File: src/rtl/fir_kernel_ctrl_pkg.sv
// Shared definitions for the FIR kernel sequencer: kernel indices, FSM encoding,
// the 3x3 coefficient ROM and the per-kernel normalisation shift.
package fir_kernel_pkg;

  localparam int          N_TAPS     = 9;
  localparam logic [3:0]  LAST_ADDR  = 4'd8;

  localparam logic [1:0]  K_IDENTITY = 2'd0;
  localparam logic [1:0]  K_GAUSS    = 2'd1;
  localparam logic [1:0]  K_SHARPEN  = 2'd2;
  localparam logic [1:0]  K_LAPLACE  = 2'd3;

  typedef enum logic [1:0] {
    S_IDLE,
    S_WAIT_VS,
    S_LOAD,
    S_COMMIT
  } ctrl_state_e;

  // Raster-order taps; the centre tap sits at address 4.
  function automatic logic signed [7:0] coef(input logic [1:0] kernel, input logic [3:0] addr);
    logic signed [7:0] c;
    c = 8'sd0;
    case (kernel)
      K_IDENTITY: c = (addr == 4'd4) ? 8'sd1 : 8'sd0;
      K_GAUSS: begin
        case (addr)
          4'd4:                   c = 8'sd4;
          4'd1, 4'd3, 4'd5, 4'd7: c = 8'sd2;
          4'd0, 4'd2, 4'd6, 4'd8: c = 8'sd1;
          default:                c = 8'sd0;
        endcase
      end
      K_SHARPEN: begin
        case (addr)
          4'd4:                   c = 8'sd5;
          4'd1, 4'd3, 4'd5, 4'd7: c = -8'sd1;
          default:                c = 8'sd0;
        endcase
      end
      K_LAPLACE: begin
        case (addr)
          4'd4:                                           c = 8'sd8;
          4'd0, 4'd1, 4'd2, 4'd3, 4'd5, 4'd6, 4'd7, 4'd8: c = -8'sd1;
          default:                                        c = 8'sd0;
        endcase
      end
      default: c = 8'sd0;
    endcase
    return c;
  endfunction

  // Gaussian taps sum to 16, so it alone needs a post-MAC shift.
  function automatic logic [2:0] shift_of(input logic [1:0] kernel);
    return (kernel == K_GAUSS) ? 3'd4 : 3'd0;
  endfunction

endpackage

File: src/rtl/fir_kernel_ctrl_btn_debounce.sv
// One-bit button conditioner: 2-FF synchronizer, stability counter and a
// single-cycle press pulse on the accepted rising edge.
module btn_debounce #(
  parameter int DEBOUNCE_CYCLES = 1048576,
  parameter int DB_W            = 21
) (
  input  logic clk,
  input  logic rst,
  input  logic btn,
  output logic press
);

  logic [1:0]      sync_q;
  logic            level_q;
  logic [DB_W-1:0] cnt_q;
  logic            stable_done;

  assign stable_done = (cnt_q == DB_W'(DEBOUNCE_CYCLES - 1));

  always_ff @(posedge clk) begin
    if (rst) begin
      sync_q  <= 2'b00;
      level_q <= 1'b0;
      cnt_q   <= '0;
      press   <= 1'b0;
    end else begin
      sync_q <= {sync_q[0], btn};
      press  <= 1'b0;
      // Any sample matching the accepted level restarts the stability window.
      if (sync_q[1] == level_q) begin
        cnt_q <= '0;
      end else if (stable_done) begin
        level_q <= sync_q[1];
        cnt_q   <= '0;
        press   <= sync_q[1];
      end else begin
        cnt_q <= cnt_q + DB_W'(1);
      end
    end
  end

endmodule

File: src/rtl/fir_kernel_ctrl.sv
// Frame-synchronous kernel sequencer: collects debounced button requests and,
// on the next vsync, streams the chosen 3x3 kernel to the shadow bank then commits.
module fir_kernel_ctrl
  import fir_kernel_pkg::*;
#(
  parameter int DEBOUNCE_CYCLES = 1048576,
  parameter int DB_W            = 21,
  parameter int COEF_W          = 8
) (
  input  logic                     clk,
  input  logic                     rst,
  input  logic [2:0]               bt_i,
  input  logic                     vs_i,
  output logic [1:0]               kernel_o,
  output logic                     bypass_o,
  output logic                     coef_we_o,
  output logic [3:0]               coef_addr_o,
  output logic signed [COEF_W-1:0] coef_data_o,
  output logic [2:0]               shift_o,
  output logic                     commit_o,
  output logic                     busy_o
);

  logic [2:0]  press;
  logic        req_next, req_prev, req_byp;
  logic        vs_q, vs_rise;
  ctrl_state_e state, state_d;
  logic        snap;

  logic [1:0]  tgt_kernel;
  logic        tgt_bypass;
  logic        pending, pending_load;
  logic [1:0]  work_kernel;
  logic        work_bypass;
  logic [3:0]  load_addr;
  logic [1:0]  kernel_q;
  logic        bypass_q;
  logic [2:0]  shift_q;

  for (genvar i = 0; i < 3; i++) begin : g_btn
    btn_debounce #(
      .DEBOUNCE_CYCLES(DEBOUNCE_CYCLES),
      .DB_W           (DB_W)
    ) u_db (
      .clk  (clk),
      .rst  (rst),
      .btn  (bt_i[i]),
      .press(press[i])
    );
  end

  // Simultaneous next/prev cancel each other out.
  assign req_next = press[0] & ~press[1];
  assign req_prev = press[1] & ~press[0];
  assign req_byp  = press[2];
  assign vs_rise  = vs_i & ~vs_q;

  always_ff @(posedge clk) begin
    if (rst) state <= S_IDLE;
    else     state <= state_d;
  end

  always_comb begin
    state_d = state;
    snap    = 1'b0;
    case (state)
      S_IDLE:    if (pending) state_d = S_WAIT_VS;
      S_WAIT_VS: begin
        if (vs_rise) begin
          snap    = 1'b1;
          state_d = pending_load ? S_LOAD : S_COMMIT;
        end
      end
      S_LOAD:    if (load_addr == LAST_ADDR) state_d = S_COMMIT;
      S_COMMIT:  state_d = pending ? S_WAIT_VS : S_IDLE;
      default:   state_d = S_IDLE;
    endcase
  end

  // Request capture; a request landing on the snapshot cycle survives the clear.
  always_ff @(posedge clk) begin
    if (rst) begin
      vs_q         <= 1'b0;
      tgt_kernel   <= K_IDENTITY;
      tgt_bypass   <= 1'b0;
      pending      <= 1'b1;
      pending_load <= 1'b1;
      load_addr    <= 4'd0;
      kernel_q     <= K_IDENTITY;
      bypass_q     <= 1'b0;
      shift_q      <= 3'd0;
    end else begin
      vs_q <= vs_i;
      if (req_next)      tgt_kernel <= tgt_kernel + 2'd1;
      else if (req_prev) tgt_kernel <= tgt_kernel - 2'd1;
      if (req_byp)       tgt_bypass <= ~tgt_bypass;
      pending      <= (pending & ~snap) | req_next | req_prev | req_byp;
      pending_load <= (pending_load & ~snap) | req_next | req_prev;
      load_addr    <= (state == S_LOAD) ? load_addr + 4'd1 : 4'd0;
      if (state == S_COMMIT) begin
        kernel_q <= work_kernel;
        bypass_q <= work_bypass;
        shift_q  <= shift_of(work_kernel);
      end
    end
  end

  // Work copy is frozen for the whole load, so late requests cannot tear it.
  always_ff @(posedge clk) begin
    if (snap) begin
      work_kernel <= tgt_kernel;
      work_bypass <= tgt_bypass;
    end
  end

  assign coef_we_o   = (state == S_LOAD);
  assign coef_addr_o = coef_we_o ? load_addr : 4'd0;
  assign coef_data_o = coef_we_o ? COEF_W'(coef(work_kernel, load_addr)) : '0;
  assign commit_o    = (state == S_COMMIT);
  assign kernel_o    = commit_o ? work_kernel : kernel_q;
  assign bypass_o    = commit_o ? work_bypass : bypass_q;
  assign shift_o     = commit_o ? shift_of(work_kernel) : shift_q;
  assign busy_o      = pending | (state != S_IDLE);

endmodule

File: config.mk
export PLATFORM = sky130hd
export DESIGN_NAME = fir_kernel_ctrl
export DESIGN_NICKNAME = d
export VERILOG_FILES = /design/src/rtl/fir_kernel_ctrl_pkg.sv /design/src/rtl/fir_kernel_ctrl_btn_debounce.sv /design/src/rtl/fir_kernel_ctrl.sv
export SDC_FILE = /design/constraint.sdc
export NUM_CORES = 1
export LEC_CHECK = 0
export CORE_ASPECT_RATIO = 0.7
export CORE_MARGIN = 4
export CORE_UTILIZATION = 50
export CTS_CLUSTER_DIAMETER = 100
export DETAILED_ROUTE_END_ITERATION = 8
export PLACE_DENSITY = 0.77
export SYNTH_ARGS = -nofsm -noshare
export SYNTH_HDL_FRONTEND = slang
export SYNTH_SLANG_ARGS = --single-unit
File: constraint.sdc
create_clock -name clk -period 2.9 [get_ports clk]
set_input_delay 0.725 -clock clk [delete_from_list [all_inputs] [get_ports clk]]
set_output_delay 0.725 -clock clk [all_outputs]
set_load 0.05 [all_outputs]
### Word level (Yosys, flattened, before mapping)

Memory sizes are Yosys's and may differ from the RTL's. A register that Yosys moved wholly into a read port is not among the register bits.
Cells that the tools add are included.

* register bits: 96
* ROM bits: 176
* bits of input ports: 6
* output and inout port bits: 21
* word-level logic and storage cells: 113
* memories kept: 2

* add/sub/neg operators: 6
* equality and inequality tests: 21
* muxes and demuxes: 21
* bitwise logic cells: 23
* reduce and logical (&&, ||, !) cells: 16

Memory list
* (no name shown): depth 16, bits a word 8, read ports 1, clocked after memory_dff 1, wr ports 0, line fir_kernel_ctrl_pkg.sv:42 `case (addr)`
* (no name shown): depth 16, bits a word 3, read ports 1, clocked after memory_dff 1, wr ports 0, line fir_kernel_ctrl_pkg.sv:27 `case (addr)`

Operators by type and width (count)
* adder 21 x 1 -> 21 bit, second input constant: 3
* == test 21 x 20 -> 1 bit, second input constant: 3
* one-hot mux 8 bit (4 select lines): 1
* OR reduction 3 bit: 6
* one-hot mux 8 bit (2 select lines): 1
* == test 4 x 3 -> 1 bit, second input constant: 3
* 2-to-1 mux 2 bit: 6
* 2-to-1 mux 4 bit: 3
* NOT 1 bit: 12
* == test 2 bit, second input constant: 4
* 2-to-1 mux 8 bit: 1
* one-hot mux 2 bit (4 select lines): 1
* 2-to-1 mux 1 bit: 6
* 2-to-1 mux 3 bit: 2
* OR 1 bit: 6
* AND reduction 2 bit: 3
* AND 1 bit: 5
* adder 4 x 1 -> 4 bit, second input constant: 1
* == test 2 x 1 -> 1 bit, second input constant: 2
* == test 4 x 1 -> 1 bit, second input constant: 1
* == test 4 x 2 -> 1 bit, second input constant: 1
* == test 4 bit, second input constant: 1
* zero test 2 bit: 2
* != test 2 bit, second input constant: 2
* other kinds (8): 11

### Longest topological paths before layout

* word-level depth: 9
* mapped depth: 7
* gate-level depth less buffers: 6

### Hierarchy

Synthesis repeated with hierarchy kept, for this count alone.

* cells, all modules: 489
* area, all modules: 4504.3 sq um

Modules (own cells, without submodules)
* btn_debounce: times used 3, cells each 121, area each 1094.8 sq um
* fir_kernel_ctrl: times used 1, cells each 126, area each 1219.9 sq um

### Worst setup path after synthesis

OpenSTA, ideal clock, no wires.

* path kind: register -> output
* from: reg state[0]
* to: out coef_data_o[5]
* arrival: 2.315 ns
* setup slack: -0.140 ns
* stages on the path, launching flop included: 6
* buffers on the path: 1
* cell sequence: dfxtp_1 inv_1 ha_1 inv_1 nor2_1 buf_4

* longest elaborated chain between the ends: 2

RTL lines
* from (decl): line fir_kernel_ctrl.sv:27 `ctrl_state_e state, state_d;`
* from (signal assigned): line fir_kernel_ctrl.sv:60 `else state <= state_d;`
* == test 2 bit: line fir_kernel_ctrl.sv:116 `assign coef_we_o = (state == S_LOAD);`
* named net coef_we_o: line fir_kernel_ctrl.sv:16 `output logic coef_we_o,`
* 2-to-1 mux 8 bit: line fir_kernel_ctrl.sv:118 `assign coef_data_o = coef_we_o ? COEF_W'(coef(work_kernel, load_addr)) : '0;`
* to (decl): line fir_kernel_ctrl.sv:18 `output logic signed [COEF_W-1:0] coef_data_o,`

The timed path passes the listed nets, and every way through them passes these cells.

### Worst setup path in the final report

* from: reg state[0]
* to: out shift_o[1]

* longest elaborated chain between the ends: 2

RTL lines
* == test 2 bit: line fir_kernel_ctrl.sv:119 `assign commit_o = (state == S_COMMIT);`
* 2-to-1 mux 3 bit
* to (decl): line fir_kernel_ctrl.sv:19 `output logic [2:0] shift_o,`

No other way between the ends.

==> out/metrics.cfg <==
[floorplan]
floorplan.initialDensity_pct=51.71
fp.dieArea_sq_mm=0.01043
core_area_sq_mm=0.008548
fp.dieW_um=120.4
design.portCount=27
die_h_um=86.67
total_number_of_placement_rows=28

[yosys]
postSynth.topFlopCell=sky130_fd_sc_hd__dfxtp_1
synthAdderAreaFrac_pct=3.680
synth.ff_latch_count=101
syn-num-nets=505
yosysWarningCount=0
synth_xor_area_share_pct=9.312
synthSimpleGateAreaFrac_pct=26.61
asyncSetResetFlopFracSynth_pct=0
post-synth-top-area-fraction_pct=44.38
postSynthCellCount=486
largest_family_of_logic_cells_by_synthesized_area=simple AND/OR/NAND/NOR gates
yosys.area.top_type=sky130_fd_sc_hd__dfxtp_1
synth-edff-count=3
synth-seq-area-share_pct=46.42
synth.cell_area_sq_mm=0.004420
yosysMostFrequentCell=sky130_fd_sc_hd__dfxtp_1
synth_compound_gate_area_share_pct=8.746
syn_area_per_cell_sq_um=9.096
synth.cells.most_frequent=98 x sky130_fd_sc_hd__dfxtp_1, 61 x sky130_fd_sc_hd__nor2_1, 29 x sky130_fd_sc_hd__xor2_1, 24 x sky130_fd_sc_hd__nand2_1
mux_share_of_post_synthesis_cell_area_pct=1.245
post_synth_main_area_contributors=sky130_fd_sc_hd__dfxtp_1 44%, sky130_fd_sc_hd__xor2_1 5.7%, sky130_fd_sc_hd__nor2_1 5.2%
synth_cell_type_count=49

[hold_path]
worstHoldPathCells=1
min-delay-start=g_btn[1].u_db.sync_q[0]
hold_path.class=register to register

[clocking]
cts-htree-levels=3
post_cts_hold_buffer_count=0
clock-sinks=101
path_clk_slew_ps=70
tritoncts=built
postCtsResizedCells=5
cts_buffer_depth=2
tritoncts.num_buffers=9
worstSkewPairLatency_ps=340
cts_setup_buffers=0
clock_tree.root_cell=sky130_fd_sc_hd__clkbuf_16

[critical_path]
worstPathRequired_ps=2170
crit-reg2reg-launch=g_btn[0].u_db.cnt_q[0]
startpoint_type=register
worst_setup_startpoint=state[0]
timing.critical_path.arrival_ps=2040
cp-end-kind=primary output
criticalPathCategory=register to primary output
reg2regPathDepth=5
critPathMaxFanout=8

[detailed_routing]
detailroute.via_count=3411
detail_route.iter0.violations=244
ratio_of_routed_vias_to_standard_cells=5.414
finalWirelength_um=8539
detail_route.drc_violations=0
first_pass_iters=4
detail_route.wl_per_cell_um=13.55
drtAntennaViolNets=0

[run_status]
result_of_the_run=complete, no violations

[placed_design]
placed_cells_incl_taps=614
dp_hpwl_um=6018
number_of_buffers_inserted_by_port_buffering=26
place.gp.congestion=0.7655

[global_route]
via_count_of_the_first_global_routing_pass=3256
globalRouteOverflowTotal=0
global_route.usage.total_pct=17.62
wire_length_of_the_first_global_routing_pass_um=15100
grt_antenna_before_repair=0
grt_max_degree=22

[sta]
finalMaxSlewViolations=0
timing_hold_violations_final=0
max_slew_margin_pct=56.42
finalClockSkew_ps=5.247
worst_pin_slew_ps=653.7
rsz_0062_raised_after_global_routing=false
setup_tns_ps=0
post-route-period-util_pct=95.42
fmaxAchievable_mhz=361.4
number_of_failing_setup_endpoints_in_the_final_timing_report=0
post-route-min-period_ps=2767

[power_and_ir_drop]
power.density_mw_per_mm2=599.7
leakage_power_figure_uw=0.001754
vdd.ir_drop.worst_v=0.0003037

[final_layout]
final_layout_size_suffix_gt1_share_pct=8.039
nets=524
num_antenna_cells=0
finalNonFillerCells=630
syn_to_final_growth_pct=13.47

[run]
drv_cap=0

[stage by stage]
step	cell area [sq um]	setup slack, ps	util, %	hold WS (ps)	total power (uW)
4_1_cts	5011	27.40	58.62	437.2	3028
3_5_place_dp	4740	317.4	55.45	421.8	1926
6_report	5016	132.8	58.68	434.8	3008
5_1_grt	5016	57.19	58.68	471.9	3128
3_3_place_gp	4740	372.5	55.45	424.2	1907
2_1_floorplan	4423	134.2	-	413.8	1794
[state kept, by name, summed over array words and instances (netlist names), named ones only]
signal / count
g_btn.u_db.sync_q: 6
load_addr: 4
shift_q: 3
g_btn.u_db.press: 3
vs_q: 1
work_bypass: 1
tgt_kernel: 2
pending: 1
kernel_q: 2
state: 2
g_btn.u_db.level_q: 3
pending_load: 1
tgt_bypass: 1
work_kernel: 2
bypass_q: 1
g_btn.u_db.cnt_q: 63
[metal layers]
metal | track usage [%] | part of all wire, %
met1 | 22.78 | 48
met2 | 29.04 | 46
met3 | 5.349 | 4.4
met4 | 4.527 | 0.78
met5 | 0 | 0
[cells in the final DEF (no fill, tap or decap), types with 3 or more instances in the layout]
| cell type | count |
|---|---|
| sky130_fd_sc_hd__dfxtp_1 | 98 |
| sky130_fd_sc_hd__and2_1 | 11 |
| sky130_fd_sc_hd__buf_4 | 13 |
| sky130_fd_sc_hd__or4_1 | 6 |
| sky130_fd_sc_hd__ha_1 | 13 |
| sky130_fd_sc_hd__nor4_1 | 7 |
| sky130_fd_sc_hd__o21ai_0 | 16 |
| sky130_fd_sc_hd__nor3_1 | 7 |
| sky130_fd_sc_hd__edfxtp_1 | 3 |
| sky130_fd_sc_hd__inv_1 | 20 |
| sky130_fd_sc_hd__nor2b_1 | 16 |
| sky130_fd_sc_hd__mux2_2 | 4 |
| sky130_fd_sc_hd__a21oi_1 | 21 |
| sky130_fd_sc_hd__and3_1 | 6 |
| sky130_fd_sc_hd__xor2_1 | 29 |
| sky130_fd_sc_hd__clkdlybuf4s50_1 | 10 |
| sky130_fd_sc_hd__xnor2_1 | 18 |
| sky130_fd_sc_hd__nor2_1 | 60 |
| sky130_fd_sc_hd__nand2_1 | 24 |
| sky130_fd_sc_hd__clkinv_2 | 3 |
| sky130_fd_sc_hd__nand2b_1 | 4 |
| sky130_fd_sc_hd__dlygate4sd2_1 | 5 |
| sky130_fd_sc_hd__clkbuf_16 | 9 |
| sky130_fd_sc_hd__nand4_1 | 21 |
| sky130_fd_sc_hd__or3_1 | 12 |
| sky130_fd_sc_hd__o31ai_1 | 5 |
| sky130_fd_sc_hd__nand3_1 | 21 |
| sky130_fd_sc_hd__and4_1 | 12 |
[path summary, 6_finish.rpt]
kind	end	slack (ps)
setup / recovery	shift_o[1]	130
hold / removal	g_btn[1].u_db.sync_q[1]	430
setup reg to reg	g_btn[0].u_db.level_q	700
hold reg to reg	g_btn[1].u_db.sync_q[1]	430
[area by class of cell]
class	count	area, sq um
Sequential cell	101	2052
Clock buffer	12	256.5
Inverter	20	75.07
Tap cell	120	150.1
Multi-Input combinational cell	343	2195
Clock inverter	4	21.27
Fill cell	754	3532
Timing Repair Buffer	30	266.5
[logic make-up (layout without fill, tap and decap cells)]
logic type	after synthesis	in the layout
adder cells (fa/ha/maj)	13	13
AND/OR/NAND/NOR	218	218
AO/OA/AOI/OAI	60	60
XOR/XNOR	47	47
multiplexers	5	5
buffers and inverters	42	66
flip-flops	101	101
[worst max-delay path: stages, from the launching register on]
cell and delay, ps:
sky130_fd_sc_hd__dfxtp_1 340, sky130_fd_sc_hd__ha_1 340, sky130_fd_sc_hd__nor2b_1 190, sky130_fd_sc_hd__clkdlybuf4s50_1 830
[where the power goes]
group / internal, uW / switching [uW] / leakage (uW)
Clock: 625 / 497 / 0.000143
Sequential: 1430 / 32.0 / 0.000820
Combinational: 151 / 268 / 0.000791
Note: power is estimated with default switching activity, not from simulation.
